### config.mk
export PLATFORM = sky130hd
export DESIGN_NAME = tdm_demux_flat
export DESIGN_NICKNAME = d
export VERILOG_FILES = /design/src/rtl/tdm_demux_pkg.sv /design/src/rtl/tdm_demux_if.sv /design/src/rtl/tdm_slot_counter.sv /design/src/rtl/tdm_demux.sv /design/src/flat_wrapper.sv
export SDC_FILE = /design/constraint.sdc
export NUM_CORES = 1
export LEC_CHECK = 0
export ABC_AREA = 1
export CAP_MARGIN = 20
export CORE_AREA = 2 2 39 41
export CTS_BUF_LIST = sky130_fd_sc_hd__clkbuf_4
export CTS_CLUSTER_DIAMETER = 100
export DETAILED_ROUTE_END_ITERATION = 8
export DIE_AREA = 0 0 41 43
export PLACE_DENSITY_LB_ADDON = 0.3
export SLEW_MARGIN = 30
export SYNTH_ARGS = -nofsm -noshare
export SYNTH_HDL_FRONTEND = slang
export SYNTH_SLANG_ARGS = --single-unit
### constraint.sdc
create_clock -name clk -period 0.8 [get_ports clk]
set_input_delay 0.12 -clock clk [delete_from_list [all_inputs] [get_ports clk]]
set_output_delay 0.12 -clock clk [all_outputs]
set_load 0.01 [all_outputs]
### src/rtl/tdm_demux_pkg.sv
// tdm_demux_pkg: shared TDM state encodings, counter-width helper and defaults
package tdm_demux_pkg;
  typedef enum logic {TDM_HUNT = 1'b0, TDM_LOCKED = 1'b1} tdm_state_t;
  localparam int TDM_DEF_SLOTS = 2;
  localparam int TDM_DEF_WIDTH = 1;
  function automatic int tdm_clog2(input int n);
    int w;
    w = 1;
    while ((1 << w) < n) w++;
    return w;
  endfunction
endpackage

### src/rtl/tdm_demux_if.sv
// tdm_demux_if: serial slot stream in, parallel frame and framing status out
interface tdm_demux_if import tdm_demux_pkg::*; #(
  parameter int WIDTH = TDM_DEF_WIDTH,
  parameter int SLOTS = TDM_DEF_SLOTS
);
  logic                   sync;
  logic [WIDTH-1:0]       din;
  logic [SLOTS*WIDTH-1:0] dout;
  logic                   frame_valid;
  logic                   locked;
  logic                   sync_err;
  modport master (output sync, din, input dout, frame_valid, locked, sync_err);
  modport slave (input sync, din, output dout, frame_valid, locked, sync_err);
endinterface

### src/rtl/tdm_slot_counter.sv
// tdm_slot_counter: mod-SLOTS counter with sync clear, load-to-1 and terminal count
module tdm_slot_counter import tdm_demux_pkg::*; #(
  parameter int SLOTS = TDM_DEF_SLOTS,
  parameter int CW    = tdm_clog2(SLOTS)
) (
  input  logic          clk,
  input  logic          rst,
  input  logic          clr,
  input  logic          load1,
  input  logic          en,
  output logic [CW-1:0] slot,
  output logic          tc
);
  assign tc = slot == CW'(SLOTS - 1);
  always_ff @(posedge clk)
    if (rst || clr) slot <= '0;
    else if (load1) slot <= CW'(1);
    else if (en) slot <= tc ? '0 : slot + CW'(1);
endmodule

### src/rtl/tdm_demux.sv
// tdm_demux: locks to a sync-marked TDM stream and publishes whole frames in parallel
module tdm_demux import tdm_demux_pkg::*; #(
  parameter int WIDTH = TDM_DEF_WIDTH,
  parameter int SLOTS = TDM_DEF_SLOTS
) (
  input logic       clk,
  input logic       rst,
  tdm_demux_if.slave bus
);
  localparam int CW = tdm_clog2(SLOTS);
  tdm_state_t                 state;
  logic [(SLOTS-1)*WIDTH-1:0] shadow;
  logic [SLOTS*WIDTH-1:0]     dout;
  logic                       frame_valid, sync_err, tc, at0, locked;
  logic [CW-1:0]              slot;
  assign locked = state == TDM_LOCKED;
  assign at0 = slot == '0;
  // any sync restarts the frame; a sync-less slot 0 (or HUNT) parks the counter at 0
  tdm_slot_counter #(.SLOTS(SLOTS), .CW(CW)) u_cnt (
    .clk(clk), .rst(rst),
    .clr(!bus.sync && (!locked || at0)),
    .load1(bus.sync),
    .en(!bus.sync && locked && !at0),
    .slot(slot), .tc(tc)
  );
  always_ff @(posedge clk)
    if (rst) begin
      state       <= TDM_HUNT;
      shadow      <= '0;
      dout        <= '0;
      frame_valid <= 1'b0;
      sync_err    <= 1'b0;
    end else begin
      frame_valid <= 1'b0;
      sync_err    <= 1'b0;
      if (bus.sync) begin
        shadow[WIDTH-1:0] <= bus.din;
        state             <= TDM_LOCKED;
        sync_err          <= locked && !at0;
      end else if (locked) begin
        if (at0) begin
          sync_err <= 1'b1;
          state    <= TDM_HUNT;
        end else if (tc) begin
          dout        <= {bus.din, shadow};
          frame_valid <= 1'b1;
        end else shadow[int'(slot)*WIDTH +: WIDTH] <= bus.din;
      end
    end
  assign bus.dout        = dout;
  assign bus.frame_valid = frame_valid;
  assign bus.locked      = locked;
  assign bus.sync_err    = sync_err;
endmodule

### src/flat_wrapper.sv
// flat-port wrapper written by rule: the top's interface ports become plain ports
module tdm_demux_flat import tdm_demux_pkg::*;
#(
  parameter int WIDTH = TDM_DEF_WIDTH,
  parameter int SLOTS = TDM_DEF_SLOTS
)
  (clk, rst, bus_sync, bus_din, bus_dout, bus_frame_valid, bus_locked, bus_sync_err);
  tdm_demux_if #(.WIDTH(WIDTH), .SLOTS(SLOTS)) bus_i ();
  input logic clk;
  input logic rst;
  input wire logic [$bits(bus_i.sync)-1:0] bus_sync;
  input wire logic [$bits(bus_i.din)-1:0] bus_din;
  output wire logic [$bits(bus_i.dout)-1:0] bus_dout;
  output wire logic [$bits(bus_i.frame_valid)-1:0] bus_frame_valid;
  output wire logic [$bits(bus_i.locked)-1:0] bus_locked;
  output wire logic [$bits(bus_i.sync_err)-1:0] bus_sync_err;
  assign bus_i.sync = bus_sync;
  assign bus_i.din = bus_din;
  assign bus_dout = bus_i.dout;
  assign bus_frame_valid = bus_i.frame_valid;
  assign bus_locked = bus_i.locked;
  assign bus_sync_err = bus_i.sync_err;
  tdm_demux #(.WIDTH(WIDTH), .SLOTS(SLOTS)) u_core (.clk(clk), .rst(rst), .bus(bus_i));
endmodule
==> results of run 1 <==
## worst max-delay path: stages, from the launching register on
cell and delay (ns):
dfxtp_2 0.33, buf_6 0.12, nand2_2 0.05, a21oi_2 0.14
and2_1 0.13
## power groups by stage
stage          clock [mW]  combinational, mW  sequential, mW
6_report            0.350             0.0704           0.373
5_1_grt             0.380             0.0790           0.374
4_1_cts             0.365             0.0685           0.371
3_5_place_dp            0             0.0675           0.376
3_3_place_gp            0             0.0677           0.376
2_1_floorplan           0             0.0213           0.381
## cell families (layout without fill, tap and decap cells)
kind of cell    count (synthesis)  count (layout)  synth area share
compound gates                  4               4            0.0950
buf+inv                         4              18            0.0600
flops                           7               7             0.560
simple gates                   15              15             0.285
## path summary, 6_finish.rpt
kind                                startpoint                               to  slack (ns)  cells past startpoint
hold reg to reg     u_core.shadow$_SDFFE_PP0P_  u_core.bus.dout[0]$_SDFFE_PP0P_        0.44                      2
setup / recovery  u_core.bus.locked$_SDFF_PP0_   u_core.u_cnt.slot$_SDFFE_PP0P_       -0.03                      4
hold / removal                             rst     u_core.bus.locked$_SDFF_PP0_        0.17                      2
setup reg to reg  u_core.bus.locked$_SDFF_PP0_   u_core.u_cnt.slot$_SDFFE_PP0P_       -0.03                      4
## metal layers
metal / vias up / part of all wire / track usage
met2: 8 / 0.41 / 0.0844
met5: - / 0 / 0
met1: 93 / 0.40 / 0.0833
li1: 123 / - / -
met3: 5 / 0.11 / 0.0785
met4: 0 / 0.081 / 0.120
## per-stage QoR
step,instance area (um2),setup TNS (ns)
after global placement,367,-2.27
after CTS,397,-0.116
final,419,-0.0567
after detailed placement,367,-2.32
after floorplan,251,0
after global routing,419,-0.391
## sequential cells by signal (all words and copies together) (netlist names)
signal and count:
u_core.u_cnt.slot 1, u_core.bus.frame_valid 1, u_core.bus.dout 2, u_core.shadow 1, u_core.bus.sync_err 1, u_core.bus.locked 1
## layout by cell type (no fill, tap or decap), drive strengths merged
cell type      n
buf            7
a21oi          2
dlymetal6s2s   1
nor2           5
dlygate4sd2    1
inv            4
dfxtp          7
clkbuf         4
clkdlybuf4s50  1
nand3          4
nand2          5
and2           1
o21ai          2
## timing repair
action / 4_1_cts / 5_1_grt
pin swaps: 0 / 1
setup endpoints to repair: 8 / 9
hold buffers: 0 / 0
resized for setup: 27 / 7
## layout make-up
class                      instances  area [um2]  area share
clock buffer                       4        30.0      0.0716
inverter                           4        15.0      0.0358
multi-input combinational         19         115       0.275
sequential                         7         145       0.346
tap                               16        20.0      0.0478
timing repair buffer              10        93.8       0.224
==> metrics.yaml, run 1 <==
outcome:
  outcome: "complete, but fails checks"
  violations: "negative setup slack"
timing:
  tightestPinTransition_ns: 0.226
  slew_headroom: 0.849
  rsz0062_at_grt: "true"
  hold_viol_final: 0
  hold_slack_ns: 0.171
  final.setup.worst_slack_ns: -0.0316
  setup_viol: 5
  fmax_mhz: 1200
  period_minus_slack_ns: 0.832
  fin_skew_ns: 0.00227
  final-max-slew-violation-count: 0
  fin_crit_sh: 1.04
worst_setup_path:
  worstPathArrival_ns: 1.02
  critPathLaunchType: "register"
  cp_max_fo: 5
  crit_type: "register to register"
  cp-end-kind: "register"
  cp.required_ns: 0.99
floorplanning:
  num_io_pins: 9
  initial_core_util: 0.181
  core-area_um2: 1380
  die-area_um2: 1760
  rows: 14
  die_height_um: 43
  die_w_um: 41
clocking:
  cts_max_level: 1
  clock-sinks: 7
  postCtsSetupBuffers: 0
  clk_latency_ns: 0.25
  clock-root-buffer: "clkbuf_4"
  clockBufferDepth: 2
  cts.clk_slew.worst_paths_ns: 0.05
  cts_buffers: 3
  cts_tree: "done"
grt:
  grt_overflow_total: 0
  grt_max_degree: 6
  grt_pass1_vias: 210
  grt_pass1_wl_um: 855
  track_usage: 0.0863
  antenna_found_initial: 0
cells_and_area:
  utilization: 0.303
  antenna_cells: 0
  final_layout_size_suffix_gt1_frac: 0.500
  nFillCells: 156
  nNetsFinal: 49
  final_cells: 60
  syn2layout_area_growth_pct: 67.5
placed_design:
  port_buffers: 8
  place_ws_ns: -0.295
  gp_congestion: 0.669
  dpl.hpwl_um: 379
  dp_cells: 56
synthesis:
  ys_warn_count: 0
  synth_commonest_cells: "dfxtp_1, nand2_1, nor2_1"
  synthCells: 30
  netlist.area_leader.share: 0.560
  async_flop_share: 0
  syn-num-nets: 34
  synth_cell_type_count: 12
  yosys-top-cells-area: "dfxtp_1, nand2_1, nand3_1"
  synth_most_common_cell: "dfxtp_1"
  synth_edf_count: 0
  yosysTopAreaCell: "dfxtp_1"
  synth_area_um2: 250
  ys.flop_type: "dfxtp_1"
  avgSynthCellArea_um2: 8.34
  synth_seq_cells: 7
  ys_seq_area_frac: 0.560
routing:
  drtAntennaViolNets: 0
  drc_errors: 0
  wl_um: 509
  via_per_inst: 3.82
  drt_iter0_drc: 0
  vias: 229
  dr.pass1.iters: 1
  wl_per_cell_um: 8.48
job:
  max_cap_viol_count: 0
power:
  clock_power_share: 0.442
  seqPwrFrac: 0.470
  p_switching_mw: 0.171
  combinationalPowerShare: 0.089
  peakVddDrop_mv: 0.705
  leakagePower_nw: 0.193
  powerDensity_nw_per_um2: 1890
  p_int_mw: 0.623
  power.total_mw: 0.794
  p_sw_frac: 0.215
worst_hold_path:
  hp-class: "input port to register"
Note: power is estimated with default switching activity, not from simulation.
==> run 2: changes to the inputs <==
- MAX_ROUTING_LAYER: default -> met4
==> metrics.yaml, run 2 (synthesized netlist as in run 1, its figures left out) <==
outcome:
  outcome: "complete, but fails checks"
  violations: "negative setup slack"
worst_setup_path:
  cpPeakStageDelay_ns: 0.33
  cp-end-kind: "register"
  worstPathArrival_ns: 1.02
  critical-path-top-delay-family: "flip-flops"
  slowest_stage: "dfxtp_2"
  crit_type: "register to register"
  path_cells: "buf_6 > nand2_2 > a21oi_2 > and2_1"
  reg2regPathDepth: 4
  critPathLaunchType: "register"
  cp_max_fo: 5
  critical_path_buf_inv_count: 1
  cp.required_ns: 0.99
  cp.depth: 4
timing:
  fin_skew_ns: 0.00223
  period_minus_slack_ns: 0.832
  setup_viol: 5
  setup_tns_ns: -0.0594
  rsz0062_at_grt: "true"
  slew_headroom: 0.849
  fmax_mhz: 1200
  final.setup.worst_slack_ns: -0.0318
  hold_viol_final: 0
  tightestPinTransition_ns: 0.226
  final-max-slew-violation-count: 0
  fin_crit_sh: 1.04
  hold_slack_ns: 0.170
floorplanning:
  die_height_um: 43
  num_io_pins: 9
  initial_core_util: 0.181
  die-area_um2: 1760
  die_w_um: 41
  core-area_um2: 1380
  rows: 14
power:
  peakVddDrop_mv: 0.705
  leakagePower_nw: 0.193
  powerDensity_nw_per_um2: 1900
clocking:
  cts.clk_slew.worst_paths_ns: 0.05
  clockBufferDepth: 2
  clock-root-buffer: "clkbuf_4"
  clk_latency_ns: 0.25
  cts_max_level: 1
  cts_tree: "done"
  clock-sinks: 7
  cts_buffers: 3
routing:
  via_per_inst: 3.82
  dr.pass1.iters: 1
  drtAntennaViolNets: 0
  wl_um: 509
  drc_errors: 0
  wl_per_cell_um: 8.48
  vias: 229
  drt_iter0_drc: 0
placed_design:
  place_area_um2: 367
  dpl.hpwl_um: 379
  port_buffers: 8
  gp_congestion: 0.676
cells_and_area:
  utilization: 0.303
  nNetsFinal: 49
  final_layout_size_suffix_gt1_frac: 0.500
  stdcell_area_um2: 419
  mostFrequentLayoutCells: "nor2_1, clkbuf_4, buf_6, dfxtp_2"
  regMostFlops: "u_core.bus.dout"
  syn2layout_area_growth_pct: 67.5
  antenna_cells: 0
  largest_reg_flops: 2
worst_hold_path:
  min_delay_path_depth: 2
  hp-class: "input port to register"
job:
  max_cap_viol_count: 0
grt:
  antenna_found_initial: 0
  track_usage: 0.0884
  grt_max_degree: 6
  grt_pass1_vias: 210
  grt_overflow_total: 0
  grt_pass1_wl_um: 848
==> run 2: cell counts in the layout (fill, tap and decap cells not counted) <==
No cell type changed its count.
==> run 2: worst register-to-register path, delay by kind of cell (launching register included) <==
kind | cells | cell delay, ns
flip-flops | 1 | 0.33
AND/OR/NAND/NOR | 2 | 0.18
AO/OA/AOI/OAI | 1 | 0.14
buffers and inverters | 1 | 0.12
==> run 2: per-layer routing <==
layer / GRT usage / part of all wire / up-vias
li1: - / - / 123
met1: 0.0833 / 0.40 / 93
met2: 0.0844 / 0.41 / 8
met3: 0.0785 / 0.11 / 5
met4: 0.120 / 0.081 / 0
met5: - / 0 / -
==> run 2: repair_timing <==
| action | CTS | global route |
|---|---|---|
| cloned | 0 | 0 |
| gates resized for setup | 27 | 7 |
| hold buffers | 0 | 0 |
| setup buffers | 0 | 0 |
| setup endpoints to repair | 8 | 9 |
| pin swaps | 0 | 1 |
==> run 2: final cells by class <==
cell class / count / area [um2]
multi-input cells: 19 / 115
flip-flops and latches: 7 / 145
fillers: 156 / 965
inverters: 4 / 15.0
repair buffers: 10 / 93.8
clock buffers: 4 / 30.0
well taps: 16 / 20.0
==> run 2: power by group <==
group	leakage, nW	total [mW]	switching [mW]	internal, mW
registers	0.0589	0.373	0.00938	0.363
logic	0.116	0.0704	0.0349	0.0356
clock network	0.0184	0.351	0.128	0.224
total	0.193	0.795	0.172	0.623
==> run 2: metrics by stage <==
step | cells | power, mW | worst slack (ns)
2_1_floorplan | 30 | 0.402 | 0.0701
3_3_place_gp | 56 | 0.444 | -0.277
3_5_place_dp | 56 | 0.444 | -0.295
4_1_cts | 60 | 0.804 | -0.0359
5_1_grt | 60 | 0.833 | -0.112
6_report | 60 | 0.795 | -0.0318
==> run 2: path summary, 6_finish.rpt <==
path / startpoint / end / slack [ns]
worst max-delay path: u_core.bus.locked$_SDFF_PP0_ / u_core.u_cnt.slot$_SDFFE_PP0P_ / -0.03
worst min-delay path: rst / u_core.bus.locked$_SDFF_PP0_ / 0.17
worst max register to register: u_core.bus.locked$_SDFF_PP0_ / u_core.u_cnt.slot$_SDFFE_PP0P_ / -0.03
worst min register to register: u_core.shadow$_SDFFE_PP0P_ / u_core.bus.dout[0]$_SDFFE_PP0P_ / 0.44
